File: config.mk
export PLATFORM = sky130hd
export DESIGN_NAME = i2s_tx_64x
export DESIGN_NICKNAME = d
export VERILOG_FILES = /design/src/rtl/i2s_tx_64x.sv
export SDC_FILE = /design/constraint.sdc
export NUM_CORES = 1
export LEC_CHECK = 0
export ABC_AREA = 1
export CAP_MARGIN = 15
export CELL_PAD_IN_SITES_DETAIL_PLACEMENT = 1
export CELL_PAD_IN_SITES_GLOBAL_PLACEMENT = 1
export CORE_ASPECT_RATIO = 1.2
export CORE_UTILIZATION = 39
export DETAILED_ROUTE_END_ITERATION = 8
export GPL_ROUTABILITY_DRIVEN = 1
export PLACE_DENSITY = 0.85
export SYNTH_ARGS = -nofsm -noshare
export SYNTH_HDL_FRONTEND = slang
export SYNTH_SLANG_ARGS = --single-unit
File: constraint.sdc
create_clock -name bclk -period 2.15 [get_ports bclk]
set_input_delay 0.5375 -clock bclk [delete_from_list [all_inputs] [get_ports bclk]]
set_output_delay 0.5375 -clock bclk [all_outputs]
set_load 0.005 [all_outputs]
File: src/rtl/i2s_tx_64x.sv
// I2S transmitter, 64 bclk per frame (32-bit slots), one-bclk data delay after lrclk edge.
// One-pair holding register in front of a per-frame sample pair that is loaded at slot 0.
module i2s_tx_64x #(
    parameter int DATA_WIDTH = 16
) (
    input  logic                  bclk,
    input  logic                  rst,
    input  logic [DATA_WIDTH-1:0] left_in,
    input  logic [DATA_WIDTH-1:0] right_in,
    input  logic                  in_valid,
    output logic                  in_ready,
    output logic                  lrclk,
    output logic                  sdout,
    output logic                  frame_start,
    output logic                  underrun
);

    localparam int unsigned CNT_W = 6;
    localparam int unsigned IDX_W = (DATA_WIDTH > 2) ? $clog2(DATA_WIDTH) : 1;

    logic [CNT_W-1:0]      p;
    logic [CNT_W-1:0]      p_next;
    logic                  full;
    logic [DATA_WIDTH-1:0] hold_l;
    logic [DATA_WIDTH-1:0] hold_r;
    logic [DATA_WIDTH-1:0] frame_l;
    logic [DATA_WIDTH-1:0] frame_r;
    logic                  load;
    logic                  xfer;
    logic                  sd_c;
    int unsigned           slot_j;
    logic [IDX_W-1:0]      bit_idx;

    assign p_next   = p + CNT_W'(1);
    assign load     = (p == CNT_W'(63));
    assign xfer     = in_valid & ~full;
    assign in_ready = ~full;

    // Serial bit for the period being entered; j = 0 and j > DATA_WIDTH pad with zero.
    always_comb begin
        sd_c    = 1'b0;
        slot_j  = 32'(p_next[4:0]);
        bit_idx = '0;
        if (slot_j >= 32'd1 && slot_j <= 32'(DATA_WIDTH)) begin
            bit_idx = IDX_W'(32'(DATA_WIDTH) - slot_j);
            sd_c    = p_next[5] ? frame_r[bit_idx] : frame_l[bit_idx];
        end
    end

    always_ff @(posedge bclk) begin
        if (rst) begin
            p           <= CNT_W'(63);
            lrclk       <= 1'b0;
            sdout       <= 1'b0;
            frame_start <= 1'b0;
            underrun    <= 1'b0;
            full        <= 1'b0;
            hold_l      <= '0;
            hold_r      <= '0;
            frame_l     <= '0;
            frame_r     <= '0;
        end else begin
            p           <= p_next;
            lrclk       <= ~p_next[5];
            sdout       <= sd_c;
            frame_start <= load;
            underrun    <= load & ~full;
            if (load) begin
                if (full) begin
                    frame_l <= hold_l;
                    frame_r <= hold_r;
                    full    <= 1'b0;
                end else begin
                    frame_l <= '0;
                    frame_r <= '0;
                end
            end
            // Transfer only happens while empty, so it never collides with the load clear.
            if (xfer) begin
                hold_l <= left_in;
                hold_r <= right_in;
                full   <= 1'b1;
            end
        end
    end

endmodule

==> out/qor.json <==
{
  "synthesis": {
    "yosysTopAreaCellShare": 0.488,
    "synth-seq-cells": 75,
    "synth_sequential_area_ratio": 0.488,
    "synth_area_mm2": 0.00308,
    "ys_top_cells_by_area": "sky130_fd_sc_hd__dfxtp_1 49%, sky130_fd_sc_hd__nand2_1 11%, sky130_fd_sc_hd__nor2_1 8.5%",
    "synthesis.instances": 426,
    "post_synth_num_cell_types": 24,
    "synth_warnings": 0,
    "synth_top_area_cell": "sky130_fd_sc_hd__dfxtp_1",
    "synthesis.area_per_instance_um2": 7.23,
    "mapped_nets": 463
  },
  "setup_path": {
    "crit_type": "register to register",
    "highest_fanout_seen_on_the_critical_path": 7,
    "setup.worst_path.end_class": "register",
    "regToRegSetupSlack_ns": 0.31,
    "worstPathArrival_ns": 2.12,
    "critical_path.startpoint": "p[0]",
    "required_ns": 2.43,
    "regToRegStartpoint": "p[0]",
    "critPathLaunchType": "register"
  },
  "clocking": {
    "tritoncts": "done",
    "cts-root-to-sink-buffers": 2,
    "clk_root_buffer_cell": "sky130_fd_sc_hd__clkbuf_8",
    "cts_made_buffers": 9,
    "clock-sinks": 75,
    "cts.repair_timing.setup_buffer_count": 0,
    "cts-hold-fix-buffers": 0,
    "post_cts_resized": 0,
    "insertion_delay_ns": 0.35,
    "clk_pin_slew_worst_setup_hold_paths_ns": 0.08,
    "cts_htree_levels": 3
  },
  "detailed_routing": {
    "route.detailed.drc": 0,
    "wl_per_cell_um": 13.9,
    "total_wirelength_of_the_detailed_routed_design_um": 7730,
    "dr_total_vias": 2878,
    "drt_iter0_markers": 183,
    "drt-pass1-iter-count": 4,
    "final_antenna_net_count": 0,
    "post_drt_via_cell_ratio": 5.17
  },
  "pwr": {
    "power_switching_mw": 0.991,
    "p_sw_frac": 0.294,
    "power.sequential.fraction": 0.460,
    "p_leak_nw": 1.51,
    "power.internal_mw": 2.38,
    "part_of_the_power_in_combinational_logic": 0.182,
    "fin_total_pwr_mw": 3.37,
    "powerDensity_mw_per_mm2": 893,
    "clk_network_pwr_share": 0.358,
    "vdd_drop_max_uv": 506
  },
  "timing": {
    "timing.final.setup_violations": 0,
    "timing.final.crit_period_ns": 1.84,
    "finalHoldWorstSlack_ns": 0.469,
    "grt_setup_unrepaired": "false",
    "totalNegativeSetupSlack_ns": 0,
    "min_period_over_period": 0.857,
    "slew_headroom": 0.729,
    "finClkSkew_ns": 0.0134,
    "max_clock_freq_mhz": 543,
    "maxSlewViolCount": 0,
    "hold_violations": 0,
    "pin_slew_with_the_least_headroom_to_its_limit_ns": 0.406
  },
  "cells_and_area": {
    "stdcell_area_mm2": 0.00378,
    "antenna-diode-count": 0,
    "final_core_utilization": 0.493,
    "finalNetCount": 497,
    "layout_cell_share_with_drive_strength_beyond_1": 0.0817,
    "area.growth.synth_to_final_pct": 22.6
  },
  "grt": {
    "grt_pass1_vias": 2848,
    "wire_length_of_the_first_global_routing_pass_um": 13400,
    "globalRouteTotalUtil": 0.202,
    "grt_remaining_overflow": 0,
    "antenna_violations_before_repair": 0,
    "grt_max_degree": 39
  },
  "run_status": {
    "status": "completed"
  },
  "place": {
    "detailed_place.area_mm2": 0.00355,
    "globalplace.congestion": 0.815,
    "number_of_buffer_cells_added_on_primary_ports": 39,
    "dp.final_hpwl_um": 5320
  },
  "floorplan": {
    "fp.dieArea_mm2": 0.00826,
    "die_width_um": 83.1,
    "rows": 35,
    "placeableCoreArea_mm2": 0.00766,
    "initial_core_utilization": 0.402,
    "die_h_um": 99.3,
    "boundaryPins": 40
  },
  "worst_hold_path": {
    "worstHoldPathType": "register to register",
    "hold_path_startpoint": "frame_l[14]"
  },
  "run": {
    "maxCapViolations": 0
  }
}
[critical path: stages, from the launching register on]
cell and delay [ns]:
sky130_fd_sc_hd__dfxtp_1 0.42, sky130_fd_sc_hd__inv_2 0.06, sky130_fd_sc_hd__ha_1 0.39, sky130_fd_sc_hd__inv_1 0.12, sky130_fd_sc_hd__nand2_2 0.10, sky130_fd_sc_hd__a21oi_1 0.18, sky130_fd_sc_hd__nand2_1 0.07, sky130_fd_sc_hd__nand2_1 0.10
sky130_fd_sc_hd__inv_1 0.07, sky130_fd_sc_hd__nand3_1 0.08, sky130_fd_sc_hd__nand2_1 0.06, sky130_fd_sc_hd__a21oi_1 0.13
[power groups by stage]
stage / Sequential, mW / Combinational [mW] / Clock, mW
floorplan: 1.56 / 0.408 / 0
global placement: 1.58 / 0.590 / 0
detailed placement: 1.58 / 0.613 / 0
CTS: 1.55 / 0.620 / 1.23
global route: 1.57 / 0.692 / 1.29
finish: 1.55 / 0.613 / 1.21
[layout make-up]
class,instances,area [um^2]
sequential,75,1500
multi-input combinational,299,1350
clock inverter,7,97.6
timing repair buffer,51,493
inverter,24,91.3
tap,92,115
fill,972,3890
clock buffer,9,124
[cells in the final DEF (no fill, tap or decap), drive strengths merged]
| master | netlist | routed |
|---|---|---|
| nor2 | 72 | 72 |
| or2 | 1 | 1 |
| buf | 17 | 12 |
| nand3 | 45 | 45 |
| clkbuf | 11 | 9 |
| clkinv | 1 | 2 |
| clkinvlp | 0 | 2 |
| dfxtp | 75 | 75 |
| inv | 23 | 25 |
| o31ai | 10 | 10 |
| xor2 | 1 | 1 |
| ha | 2 | 2 |
| xnor2 | 1 | 1 |
| a21oi | 28 | 28 |
| clkdlybuf4s50 | 0 | 39 |
| nor3 | 1 | 1 |
| nand2 | 95 | 95 |
| nand4 | 2 | 2 |
| bufinv | 0 | 2 |
| o21ai | 41 | 41 |
[Yosys cell counts]
library cell / instances
sky130_fd_sc_hd__a21oi_1: 28
sky130_fd_sc_hd__buf_1: 1
sky130_fd_sc_hd__buf_2: 13
sky130_fd_sc_hd__buf_4: 3
sky130_fd_sc_hd__clkbuf_1: 11
sky130_fd_sc_hd__clkinv_2: 1
sky130_fd_sc_hd__dfxtp_1: 75
sky130_fd_sc_hd__ha_1: 2
sky130_fd_sc_hd__inv_1: 19
sky130_fd_sc_hd__inv_2: 4
sky130_fd_sc_hd__nand2_1: 93
sky130_fd_sc_hd__nand2_2: 1
sky130_fd_sc_hd__nand2_4: 1
sky130_fd_sc_hd__nand3_1: 45
sky130_fd_sc_hd__nand4_1: 2
sky130_fd_sc_hd__nor2_1: 70
sky130_fd_sc_hd__nor2_2: 2
sky130_fd_sc_hd__nor3_1: 1
sky130_fd_sc_hd__o21ai_0: 28
sky130_fd_sc_hd__o21ai_1: 13
sky130_fd_sc_hd__o31ai_1: 10
sky130_fd_sc_hd__or2_2: 1
sky130_fd_sc_hd__xnor2_1: 1
sky130_fd_sc_hd__xor2_1: 1
[metrics by stage]
step           cells  worst slack (ns)
3_3_place_gp     541             0.420
3_5_place_dp     541             0.351
6_report         557             0.307
2_1_floorplan    426             0.309
4_1_cts          557             0.312
5_1_grt          557            0.0928
[kinds of logic after synthesis]
kind of cell	synth area share
and+or+nand+nor	0.289
AOI/OAI and AO/OA	0.137
DFF	0.488
buffers and inverters	0.0727
xor gates and xnor gates	0.00569
adders and majority gates	0.00813
[registers in the layout, summed over array words and instances, names as in the netlist]
signal	count
hold_r	16
frame_start	1
hold_l	16
lrclk	1
frame_r	16
p	6
underrun	1
frame_l	16
full	1
sdout	1
[worst paths after layout]
kind | endpoint | cells after the start
worst max-delay path | sdout | 11
worst min-delay path | frame_l[14] | 2
worst max register to register | sdout | 11
worst min register to register | frame_l[14] | 2
[routing by layer]
layer	track usage	vias up	wire length, um
met5	0	-	0
met3	0.0390	12	234
met4	0.0862	0	155
met1	0.243	1369	3500
met2	0.353	51	3840
li1	-	1446	-
Note: power is estimated with default switching activity, not from simulation.
